===== src/rtl/axi_lite_master.sv =====
// AXI4-Lite initiator: one command at a time, registered AXI and response outputs.
// A per-transaction cycle budget aborts with SLVERR if the slave never answers.
module axi_lite_master #(
    parameter int ADDR_WIDTH     = 32,
    parameter int TIMEOUT_CYCLES = 1024,
    parameter int TO_WIDTH       = 16
) (
    input  logic                  i_axi_clk,
    input  logic                  i_axi_rst,
    input  logic                  i_cmd_valid,
    output logic                  o_cmd_ready,
    input  logic                  i_cmd_rnw,
    input  logic [ADDR_WIDTH-1:0] i_cmd_addr,
    input  logic [31:0]           i_cmd_wdata,
    input  logic [3:0]            i_cmd_wstrb,
    output logic                  o_rsp_valid,
    input  logic                  i_rsp_ready,
    output logic [31:0]           o_rsp_data,
    output logic [1:0]            o_rsp_resp,
    output logic                  o_rsp_timeout,
    output logic                  o_awvalid,
    output logic [ADDR_WIDTH-1:0] o_awaddr,
    input  logic                  i_awready,
    output logic                  o_wvalid,
    input  logic                  i_wready,
    output logic [31:0]           o_wdata,
    output logic [3:0]            o_wstrb,
    input  logic                  i_bvalid,
    output logic                  o_bready,
    input  logic [1:0]            i_bresp,
    output logic                  o_arvalid,
    input  logic                  i_arready,
    output logic [ADDR_WIDTH-1:0] o_araddr,
    input  logic                  i_rvalid,
    output logic                  o_rready,
    input  logic [1:0]            i_rresp,
    input  logic [31:0]           i_rdata
);

    typedef enum logic [2:0] {
        S_IDLE,
        S_WR,
        S_WR_B,
        S_RD_A,
        S_RD_D,
        S_RSP
    } state_t;

    localparam bit TO_EN = (TIMEOUT_CYCLES > 0);
    localparam logic [TO_WIDTH-1:0] TO_LAST =
        TO_WIDTH'((TIMEOUT_CYCLES > 0) ? TIMEOUT_CYCLES - 1 : 0);

    state_t                state_q, state_d;
    logic                  cmd_ready_q, cmd_ready_d;
    logic                  awvalid_q, awvalid_d;
    logic                  wvalid_q, wvalid_d;
    logic                  bready_q, bready_d;
    logic                  arvalid_q, arvalid_d;
    logic                  rready_q, rready_d;
    logic                  rsp_valid_q, rsp_valid_d;
    logic                  rsp_to_q, rsp_to_d;
    logic [31:0]           rsp_data_q, rsp_data_d;
    logic [1:0]            rsp_resp_q, rsp_resp_d;
    logic [ADDR_WIDTH-1:0] addr_q, addr_d;
    logic [31:0]           wdata_q, wdata_d;
    logic [3:0]            wstrb_q, wstrb_d;
    logic [TO_WIDTH-1:0]   cnt_q, cnt_d;

    logic aw_done;
    logic w_done;
    logic expire;
    logic abort;

    // A channel counts as done once its valid has dropped or handshakes now.
    assign aw_done = !awvalid_q || i_awready;
    assign w_done  = !wvalid_q || i_wready;
    assign expire  = TO_EN && (cnt_q == TO_LAST);

    always_comb begin
        state_d     = state_q;
        cmd_ready_d = cmd_ready_q;
        awvalid_d   = awvalid_q;
        wvalid_d    = wvalid_q;
        bready_d    = bready_q;
        arvalid_d   = arvalid_q;
        rready_d    = rready_q;
        rsp_valid_d = rsp_valid_q;
        rsp_to_d    = rsp_to_q;
        rsp_data_d  = rsp_data_q;
        rsp_resp_d  = rsp_resp_q;
        addr_d      = addr_q;
        wdata_d     = wdata_q;
        wstrb_d     = wstrb_q;
        cnt_d       = cnt_q;
        abort       = 1'b0;

        if (state_q != S_IDLE && state_q != S_RSP && cnt_q != '1) begin
            cnt_d = cnt_q + TO_WIDTH'(1);
        end

        unique case (state_q)
            S_IDLE: begin
                cmd_ready_d = 1'b1;
                if (i_cmd_valid && cmd_ready_q) begin
                    cmd_ready_d = 1'b0;
                    addr_d      = i_cmd_addr;
                    wdata_d     = i_cmd_wdata;
                    wstrb_d     = i_cmd_wstrb;
                    cnt_d       = '0;
                    if (i_cmd_rnw) begin
                        state_d   = S_RD_A;
                        arvalid_d = 1'b1;
                    end else begin
                        state_d   = S_WR;
                        awvalid_d = 1'b1;
                        wvalid_d  = 1'b1;
                    end
                end
            end
            S_WR: begin
                if (awvalid_q && i_awready) awvalid_d = 1'b0;
                if (wvalid_q && i_wready) wvalid_d = 1'b0;
                if (aw_done && w_done) begin
                    state_d  = S_WR_B;
                    bready_d = 1'b1;
                end else if (expire) begin
                    abort = 1'b1;
                end
            end
            S_WR_B: begin
                if (i_bvalid) begin
                    state_d     = S_RSP;
                    bready_d    = 1'b0;
                    rsp_valid_d = 1'b1;
                    rsp_resp_d  = i_bresp;
                    rsp_data_d  = '0;
                    rsp_to_d    = 1'b0;
                end else if (expire) begin
                    abort = 1'b1;
                end
            end
            S_RD_A: begin
                if (i_arready) begin
                    state_d   = S_RD_D;
                    arvalid_d = 1'b0;
                    rready_d  = 1'b1;
                end else if (expire) begin
                    abort = 1'b1;
                end
            end
            S_RD_D: begin
                if (i_rvalid) begin
                    state_d     = S_RSP;
                    rready_d    = 1'b0;
                    rsp_valid_d = 1'b1;
                    rsp_resp_d  = i_rresp;
                    rsp_data_d  = i_rdata;
                    rsp_to_d    = 1'b0;
                end else if (expire) begin
                    abort = 1'b1;
                end
            end
            S_RSP: begin
                if (i_rsp_ready) begin
                    state_d     = S_IDLE;
                    rsp_valid_d = 1'b0;
                    rsp_to_d    = 1'b0;
                end
            end
            default: begin
                state_d = S_IDLE;
            end
        endcase

        if (abort) begin
            state_d     = S_RSP;
            awvalid_d   = 1'b0;
            wvalid_d    = 1'b0;
            bready_d    = 1'b0;
            arvalid_d   = 1'b0;
            rready_d    = 1'b0;
            rsp_valid_d = 1'b1;
            rsp_resp_d  = 2'b10;
            rsp_data_d  = '0;
            rsp_to_d    = 1'b1;
        end
    end

    always_ff @(posedge i_axi_clk or negedge i_axi_rst) begin
        if (!i_axi_rst) begin
            state_q     <= S_IDLE;
            cmd_ready_q <= 1'b0;
            awvalid_q   <= 1'b0;
            wvalid_q    <= 1'b0;
            bready_q    <= 1'b0;
            arvalid_q   <= 1'b0;
            rready_q    <= 1'b0;
            rsp_valid_q <= 1'b0;
            rsp_to_q    <= 1'b0;
            rsp_data_q  <= '0;
            rsp_resp_q  <= '0;
            addr_q      <= '0;
            wdata_q     <= '0;
            wstrb_q     <= '0;
            cnt_q       <= '0;
        end else begin
            state_q     <= state_d;
            cmd_ready_q <= cmd_ready_d;
            awvalid_q   <= awvalid_d;
            wvalid_q    <= wvalid_d;
            bready_q    <= bready_d;
            arvalid_q   <= arvalid_d;
            rready_q    <= rready_d;
            rsp_valid_q <= rsp_valid_d;
            rsp_to_q    <= rsp_to_d;
            rsp_data_q  <= rsp_data_d;
            rsp_resp_q  <= rsp_resp_d;
            addr_q      <= addr_d;
            wdata_q     <= wdata_d;
            wstrb_q     <= wstrb_d;
            cnt_q       <= cnt_d;
        end
    end

    assign o_cmd_ready   = cmd_ready_q;
    assign o_rsp_valid   = rsp_valid_q;
    assign o_rsp_data    = rsp_data_q;
    assign o_rsp_resp    = rsp_resp_q;
    assign o_rsp_timeout = rsp_to_q;
    assign o_awvalid     = awvalid_q;
    assign o_awaddr      = addr_q;
    assign o_wvalid      = wvalid_q;
    assign o_wdata       = wdata_q;
    assign o_wstrb       = wstrb_q;
    assign o_bready      = bready_q;
    assign o_arvalid     = arvalid_q;
    assign o_araddr      = addr_q;
    assign o_rready      = rready_q;

endmodule

===== config.mk =====
export PLATFORM = sky130hd
export DESIGN_NAME = axi_lite_master
export DESIGN_NICKNAME = d
export VERILOG_FILES = /design/src/rtl/axi_lite_master.sv
export SDC_FILE = /design/constraint.sdc
export NUM_CORES = 1
export LEC_CHECK = 0
export ABC_AREA = 1
export CAP_MARGIN = 10
export CORE_ASPECT_RATIO = 1.4
export CORE_MARGIN = 2
export CORE_UTILIZATION = 46
export DETAILED_ROUTE_END_ITERATION = 8
export GPL_TIMING_DRIVEN = 1
export PLACE_DENSITY = 0.87
export RECOVER_POWER = 100
export SYNTH_ARGS = -nofsm -noshare
export SYNTH_HDL_FRONTEND = slang
export SYNTH_SLANG_ARGS = --single-unit

===== constraint.sdc =====
create_clock -name i_axi_clk -period 4 [get_ports i_axi_clk]
set_clock_uncertainty 0.2 [all_clocks]
set_input_delay 0.8 -clock i_axi_clk [delete_from_list [all_inputs] [get_ports i_axi_clk]]
set_output_delay 0.8 -clock i_axi_clk [all_outputs]
set_load 0.02 [all_outputs]

==> run_results.csv, run 1 <==
group,metric,value,unit
clock_tree,h-tree-depth,4,
clock_tree,clock_latency,0.41,ns
timing,worst_slack,0.832,ns
die,die-area,13500,um^2
setup_path,cp_max_fo,37,
pwr,vdd_drop_max,0.471,mV
global_routing,grt_use_total,23.4,%
timing,rsz0062_at_grt,"false",
clock_tree,cts_buffer_depth,2,
synthesis,ys_seq_area_share,55.9,%
placed_design,io_buffers,255,
clock_tree,clockRootBuffer,"clkbuf_16",
placed_design,place_hpwl,11200,um
clock_tree,post-cts-setup-buffers,0,
cells_and_area,syn2layout_area_growth,52.2,%
routing,drc,0,
clock_tree,cts_resized,0,
die,ios,256,
setup_path,worstPathRequired,4.09,ns
timing,setup_viol,0,
global_routing,grt_overflow_total,0,
placed_design,dp_slack,0.850,ns
synthesis,ys_ff_latch,129,
routing,routed_wl,15400,um
clock_tree,path_clk_slew,0.05,ns
timing,hold_violations,0,
die,core_area,12300,um^2
routing,drt_iter0_markers,211,
placed_design,post_dp_cell_area,8200,um^2
cells_and_area,layout.nets,1045,
routing,first_pass_iters,4,
die,rows,48,
cells_and_area,final_area,8790,um^2
timing,period_needed,3.17,ns
clock_tree,cts-hold-fix-buffers,0,
synthesis,synthCells,710,
outcome,outcome,"finished clean",
routing,avgRoutedWirePerCell,14.1,um
cells_and_area,drive_above_1_share,4.46,%
routing,vias_per_cell,4.91,
cells_and_area,n_fill_cell,913,
placed_design,gp_congestion,0.897,
global_routing,grt_pass1_wl,25100,um
pwr,leakage,4.50,nW
min_path,hp-class,"flip-flop to flip-flop",
die,die_h,137,um
timing,tightest_slew,1.49,ns
cells_and_area,n_antenna_cell,0,
global_routing,grt_pass1_vias,5244,
timing,finalSetupTns,0,ns
pwr,p_total,7.01,mW
routing,via_count,5362,
global_routing,antenna_found_initial,0,
run,drv_cap,0,
clock_tree,numCtsBuffers,17,
setup_path,critPathKind,"input port to flip-flop",
synthesis,yosys_warnings,0,
die,fp.dieW,98.7,um
timing,fin_crit_sh,79.2,%
timing,slew_violations,0,
synthesis,avgSynthCellArea,8.14,um^2
setup_path,critPathLaunchType,"input port",
synthesis,postSynthNetCount,825,
setup_path,cp.arrival,3.26,ns
clock_tree,cts_tree,"yes",
pwr,p_per_area,798,nW/um^2
setup_path,endpoint_kind,"flip-flop",
timing,max_freq,316,MHz
cells_and_area,regArea,3230,um^2
synthesis,synth_area,5780,um^2
clock_tree,cts.sinks,129,
routing,ant_nets,0,
global_routing,grt_max_degree,76,
timing,relSlewSlack,0.628,%
die,initial_utilization,46.9,%
cells_and_area,fin_util,71.4,%
synthesis,yosysUniqueCellTypes,28,
cells_and_area,multi_input_area,2020,um^2
==> area by class of cell <==
type,count,area share [%]
sequential,129,36.7
timing repair buffer,261,29.6
multi-input combinational,482,22.9
clock buffer,17,4.84
clock inverter,14,2.15
tap,150,2.13
inverter,39,1.67
==> sequential cells by signal (all words and copies together) (netlist names) <==
signal and flops:
o_awvalid 1, o_bready 1, cnt_q 16, o_araddr 32, o_wvalid 1, o_rsp_resp 2
o_rready 1, o_wstrb 4, o_wdata 32, o_rsp_timeout 1, o_rsp_data 32, o_cmd_ready 1
state_q 3, o_arvalid 1, o_rsp_valid 1
==> cell families (layout without fill, tap and decap cells) <==
| family | after synthesis | after routing | share of synthesized area (%) |
|---|---|---|---|
| AND/OR/NAND/NOR | 408 | 408 | 27.7 |
| AO/OA/AOI/OAI | 67 | 67 | 6.13 |
| XOR/XNOR | 6 | 6 | 0.910 |
| buffers and inverters | 99 | 331 | 9.12 |
| adder cells (fa/ha/maj) | 1 | 1 | 0.217 |
| flip-flops | 129 | 129 | 55.9 |
==> synthesized netlist by cell type <==
library cell | count | share of area [%]
ha_1 | 1 | 0.22
o21ai_1 | 24 | 2.1
nand2_1 | 331 | 22
o21bai_1 | 2 | 0.26
nand4_1 | 4 | 0.43
o22ai_1 | 1 | 0.11
nor3_1 | 5 | 0.43
a211oi_1 | 1 | 0.13
nand3_1 | 20 | 1.7
o21ai_0 | 26 | 2.3
clkbuf_1 | 8 | 0.52
o21a_1 | 1 | 0.13
and2_1 | 1 | 0.11
buf_4 | 36 | 4.7
buf_2 | 16 | 1.4
nor3b_1 | 1 | 0.13
o21ai_2 | 2 | 0.30
nor2_1 | 37 | 2.4
nand3b_1 | 1 | 0.13
xnor2_1 | 2 | 0.30
inv_2 | 2 | 0.13
nand2_2 | 2 | 0.22
xor2_1 | 4 | 0.61
nor4_1 | 1 | 0.11
a21oi_1 | 10 | 0.87
nor2_2 | 5 | 0.54
dfrtp_1 | 129 | 56
inv_1 | 37 | 2.4
==> worst max-delay path: stages <==
cell and delay [ns]:
dlygate4sd3_1 0.54, inv_1 0.04, nand2_1 0.04, nand2_1 0.05, nand2_1 0.06, nand2_1 0.12
o21ai_4 0.31, o21ai_2 0.12, nand2_1 0.84, nand2_1 0.16, o21ai_0 0.15
==> metal layers <==
metal,GRT usage (%),up-vias,share of wire (%)
met3,5.92,39,6.8
li1,-,2623,-
met5,0,-,0
met4,11.1,0,3.2
met2,39.8,225,51
met1,27.9,2475,39
==> metrics by stage <==
stage | std cells | hold slack, ns
2_1_floorplan | 710 | 0.294
3_3_place_gp | 1061 | 0.253
3_5_place_dp | 1061 | 0.258
4_1_cts | 1092 | 0.271
5_1_grt | 1092 | 0.286
6_report | 1092 | 0.261
==> report_power, final <==
group | internal [mW] | switching (mW)
clock | 1.04 | 0.575
sequential | 1.85 | 0.341
combinational | 1.30 | 1.91
total | 4.18 | 2.83
==> path summary, 6_finish.rpt <==
| kind | startpoint | endpoint | slack, ns | cells past startpoint |
|---|---|---|---|---|
| setup / recovery | i_wready | o_rsp_resp[0] | 0.83 | 11 |
| hold / removal | o_wdata[5] | o_wdata[5] | 0.26 | 2 |
| setup reg to reg | state_q[0] | o_araddr[20] | 0.90 | 8 |
| hold reg to reg | o_wdata[5] | o_wdata[5] | 0.26 | 2 |
| max in group asynchronous | i_axi_rst | cnt_q[15] | 2.03 | 2 |
| min in group asynchronous | i_axi_rst | o_araddr[10] | 0.52 | 1 |
==> cell usage in the layout (no fill, tap or decap), drive strengths merged, types with 5 or more instances in the layout <==
master and n:
nor2 42, dfrtp 129, nand2 333, a21oi 10, dlygate4sd3 143, clkdlybuf4s50 111
inv 41, o21ai 52, clkbuf 20, nand3 20, clkinv 5, nor3 5
Power figures use the tool's default switching activity.
==> inputs of run 2 (changes only) <==
Settings changed: CORE_UTILIZATION 46 to 42, PLACE_DENSITY 0.87 to 0.8.
Clock period 4 ns to 3.3 ns, I/O delays scaled along.
==> run_results.csv, run 2 (synthesis results as in run 1) <==
group,metric,value,unit
die,rows,50,
min_path,hold_start,"o_wdata[12]",
cells_and_area,n_fill_cell,1118,
pwr,p_int,4.98,mW
setup_path,critPathKind,"input port to flip-flop",
clock_tree,h-tree-depth,4,
timing,hold_violations,0,
die,die-area,14700,um^2
pwr,p_per_area,956,nW/um^2
outcome,outcome,"finished with violations",
timing,relSlewSlack,-2.11,%
die,ios,256,
min_path,hold_path_depth,2,
clock_tree,cts_tree,"yes",
pwr,clock_power_share,22.4,%
timing,slew_violations,27,
clock_tree,cts_resized,0,
setup_path,worstPathRequired,3.40,ns
setup_path,endpoint_kind,"flip-flop",
cells_and_area,layout.nets,1049,
cells_and_area,syn2layout_area_growth,53.3,%
clock_tree,clockRootBuffer,"clkbuf_16",
routing,drt_iter0_markers,198,
setup_path,reg2reg_to,"o_araddr[6]",
timing,rsz0062_at_grt,"false",
routing,avgRoutedWirePerCell,14.0,um
cells_and_area,final_area,8860,um^2
setup_path,r2r_setup_slack,0.70,ns
timing,setup_viol,0,
routing,vias_per_cell,4.68,
cells_and_area,drive_above_1_share,5.07,%
global_routing,grt_use_total,21.4,%
routing,ant_nets,0,
routing,drc,0,
routing,first_pass_iters,6,
setup_path,crit_start,"i_awready",
timing,period_needed,2.67,ns
clock_tree,path_clk_slew,0.06,ns
pwr,switching_share,41.2,%
cells_and_area,multi_input_area,2020,um^2
global_routing,grt_max_degree,76,
pwr,switching_power,3.49,mW
pwr,power_frac_comb,46.2,%
timing,finalSetupTns,0,ns
setup_path,cp.arrival,2.78,ns
min_path,hp-class,"flip-flop to flip-flop",
pwr,p_seq_share,31.5,%
placed_design,io_buffers,255,
placed_design,place_hpwl,11400,um
cells_and_area,regArea,3230,um^2
clock_tree,clock_latency,0.41,ns
placed_design,gp_congestion,0.896,
run,drv_cap,1,
outcome,violations,"max-capacitance violations, max-slew violations",
setup_path,r2r-start,"state_q[0]",
placed_design,post_dp_cell_area,8280,um^2
global_routing,grt_pass1_wl,24700,um
setup_path,worstRegToRegCells,8,
pwr,vdd_drop_max,0.456,mV
global_routing,antenna_found_initial,0,
clock_tree,cts.sinks,129,
routing,via_count,5289,
die,fp.dieW,103,um
setup_path,cp_max_fo,37,
pwr,leakage,4.50,nW
cells_and_area,n_antenna_cell,0,
clock_tree,numCtsBuffers,17,
timing,max_freq,374,MHz
clock_tree,cts_buffer_depth,2,
setup_path,critPathLaunchType,"input port",
routing,routed_wl,15800,um
global_routing,grt_overflow_total,0,
die,initial_utilization,43.1,%
timing,fin_crit_sh,80.9,%
global_routing,grt_pass1_vias,5165,
die,core_area,13400,um^2
timing,tightest_slew,1.53,ns
cells_and_area,final_cell_mix,"332 x nand2_1, 144 x dlygate4sd3_1, 129 x dfrtp_1, 111 x clkdlybuf4s50_1, 49 x o21ai_0",
cells_and_area,mostFrequentLayoutCell,"nand2_1",
die,die_h,143,um
min_path,min_to,"o_wdata[12]",
-- run 2: how the worst max path moves through the flow --
stage / endpoint / slack, ns / cells after the start
3_5_place_dp: o_rsp_data[4] / 0.64 / 12
6_report: o_rsp_data[13] / 0.63 / 12
3_3_place_gp: o_rsp_data[23] / 0.71 / 12
5_1_grt: o_rsp_data[13] / 0.42 / 12
4_1_cts: o_awaddr[16] / 0.95 / 1
2_1_floorplan: o_rsp_data[4] / 1.37 / 11
-- run 2: metal layers --
layer | up-vias | global-route usage, % | wire, um
met1 | 2445 | 24.0 | 6150
met2 | 191 | 37.6 | 8240
li1 | 2627 | - | -
met3 | 26 | 6.22 | 1120
met5 | - | 0 | 0
met4 | 0 | 8.66 | 331
-- run 2: critical path, cell delays in order --
cell	delay, ns
dlygate4sd3_1	0.55
inv_1	0.04
nand2_1	0.05
nand2_1	0.04
nand2_1	0.07
nand2_1	0.09
o21ai_0	0.42
o21ai_2	0.15
nand2_2	0.09
buf_4	0.33
nand2_1	0.12
o21ai_1	0.16
-- run 2: power groups by stage --
stage	sequential [mW]	clock (mW)	combinational [mW]
floorplan	3.34	0	1.78
CTS	2.71	1.93	4.27
detailed placement	2.72	0	4.24
global placement	2.70	0	4.15
global route	2.75	2.01	4.29
finish	2.67	1.90	3.91
-- run 2: what timing repair did --
action	4_1_cts	5_1_grt
setup buffers	0	0
endpoints found under the hold margin	25	0
hold buffers	1	0
-- run 2: final cells by class --
cell class / instances / share of cell area [%]
Clock buffer: 19 / 5.11
Clock inverter: 13 / 1.70
Inverter: 39 / 1.65
Multi-Input combinational cell: 482 / 22.8
Sequential cell: 129 / 36.4
Tap cell: 182 / 2.57
Timing Repair Buffer: 265 / 29.7
-- run 2: metrics by stage --
step,power [mW],hold WS [ns],std cells,util [%],worst slack [ns]
final,8.47,0.262,1129,66.2,0.629
after global routing,9.04,0.283,1129,66.2,0.419
after CTS,8.91,0.272,1129,66.4,0.953
after detailed placement,6.96,0.257,1096,61.8,0.635
after global placement,6.85,0.252,1096,61.8,0.706
after floorplan,5.12,0.164,710,-,1.37
==> inputs of run 3 (changes only) <==
Settings changed: CORE_UTILIZATION 42 to 38, PLACE_DENSITY 0.8 to 0.77.
Clock period 3.3 ns to 2.3 ns, I/O delays scaled along.
==> run_results.csv, run 3 (synthesis results as in run 1) <==
group,metric,value,unit
outcome,outcome,"finished clean",
timing,worst_slack,0.178,ns
setup_path,endpoint_kind,"flip-flop",
setup_path,cp_top_family,"simple AND/OR/NAND/NOR gates",
routing,avgRoutedWirePerCell,14.1,um
routing,routed_wl,16100,um
setup_path,cp_max_fo,44,
cells_and_area,layout.nets,1053,
setup_path,worstRegToRegCells,9,
setup_path,cp.arrival,2.21,ns
setup_path,path_cells,"nor2_2 > inv_2 > nor2_2 > inv_1 > nor2_4 > inv_2 > buf_12 > nand2_1 > nand2_1",
setup_path,r2r_setup_slack,0.18,ns
clock_tree,h-tree-depth,4,
pwr,leakage,4.36,nW
timing,relSlewSlack,42.1,%
cells_and_area,fin_util,60.3,%
clock_tree,cts.sinks,129,
routing,ant_nets,0,
setup_path,reg2reg_to,"o_araddr[29]",
min_path,hp-class,"flip-flop to flip-flop",
timing,finalSetupTns,0,ns
cells_and_area,mostFrequentLayoutCell,"nand2_1",
placed_design,gp_congestion,0.820,
die,fp.dieW,108,um
clock_tree,numCtsBuffers,17,
min_path,hold_path_depth,2,
cells_and_area,final-instance-count-excl-fill,1142,
placed_design,io_buffers,255,
setup_path,slowest_delay,0.45,ns
routing,first_pass_iters,4,
global_routing,grt_max_degree,57,
die,die_h,150,um
placed_design,place_inst,1110,
setup_path,crit_slowest_cell,"dfrtp_1",
placed_design,post_dp_cell_area,8400,um^2
placed_design,dp_slack,-0.0943,ns
global_routing,antenna_found_initial,0,
pwr,p_total,12.7,mW
cells_and_area,n_antenna_cell,0,
routing,vias_per_cell,4.65,
die,core_area,14900,um^2
min_path,min_to,"o_wdata[30]",
cells_and_area,syn2layout_area_growth,55.7,%
pwr,vdd_drop_max,0.625,mV
timing,period_needed,2.12,ns
timing,setup_viol,0,
timing,hold_violations,0,
timing,max_freq,471,MHz
clock_tree,path_clk_slew,0.06,ns
timing,slew_violations,0,
min_path,hold_start,"o_wdata[30]",
setup_path,critPathKind,"flip-flop to flip-flop",
die,rows,53,
setup_path,critPathBufInv,4,
cells_and_area,drive_above_1_share,6.11,%
setup_path,worstPathRequired,2.39,ns
clock_tree,cts_buffer_depth,2,
clock_tree,clockRootBuffer,"clkbuf_16",
routing,via_count,5308,
cells_and_area,final_area,8990,um^2
cells_and_area,final_cell_mix,"331 x nand2_1, 235 x clkdlybuf4s50_1, 129 x dfrtp_1, 36 x nor2_1, 36 x inv_1",
setup_path,critPathLaunchType,"flip-flop",
routing,drt_iter0_markers,293,
timing,fin_crit_sh,92.3,%
timing,hold_ws,0.264,ns
global_routing,grt_overflow_total,0,
routing,drc,0,
timing,tightest_slew,0.868,ns
run,drv_cap,0,
clock_tree,clock_latency,0.40,ns
die,initial_utilization,38.7,%
die,ios,256,
placed_design,place_hpwl,11700,um
die,die-area,16200,um^2
global_routing,grt_use_total,19.9,%
global_routing,grt_pass1_wl,25500,um
setup_path,r2r-start,"state_q[0]",
global_routing,grt_pass1_vias,5306,
timing,rsz0062_at_grt,"true",
pwr,p_per_area,1410,nW/um^2
clock_tree,cts_tree,"yes",
[run 3: where the power goes]
| group | total, mW | switching (mW) | internal, mW | leakage, nW |
|---|---|---|---|---|
| clock network | 2.63 | 1.02 | 1.62 | 0.270 |
| logic | 6.16 | 3.42 | 2.75 | 2.45 |
| registers | 3.87 | 0.659 | 3.22 | 1.64 |
| total | 12.7 | 5.09 | 7.58 | 4.36 |
[run 3: layer usage]
metal / wire length, um / track usage, % / vias to the layer above
met4: 399 / 7.63 / 0
li1: - / - / 2626
met3: 1110 / 5.36 / 30
met1: 6530 / 22.9 / 2448
met2: 8080 / 34.8 / 204
met5: 0 / 0 / -
[run 3: tightest hold or removal path, delay by kind of cell, from the launching register on]
family | cells | cell delay (ns)
simple gates | 2 | 0.10
flops | 1 | 0.33
[run 3: timing repair]
action                     CTS  global route
hold endpoints to repair    31             0
setup buffers                0             0
setup endpoints to repair    0            15
hold buffers                 1             0
resized for setup            0             5
[run 3: layout make-up]
| class | instances | area [um^2] |
|---|---|---|
| Clock buffer | 18 | 439 |
| Clock inverter | 13 | 139 |
| Fill cell | 1289 | 5930 |
| Inverter | 39 | 150 |
| Multi-Input combinational cell | 482 | 2050 |
| Sequential cell | 129 | 3230 |
| Tap cell | 192 | 240 |
| Timing Repair Buffer | 269 | 2750 |
[run 3: worst max-delay path by stage]
stage	start	to	slack, ns	cells after the start
6_report	state_q[0]	o_araddr[29]	0.18	9
5_1_grt	state_q[0]	o_araddr[28]	-0.004	9
4_1_cts	cnt_q[1]	state_q[1]	0.06	10
3_5_place_dp	i_wready	state_q[1]	-0.09	11
3_3_place_gp	i_wready	state_q[2]	-0.02	11
2_1_floorplan	cnt_q[0]	cnt_q[13]	0.40	12
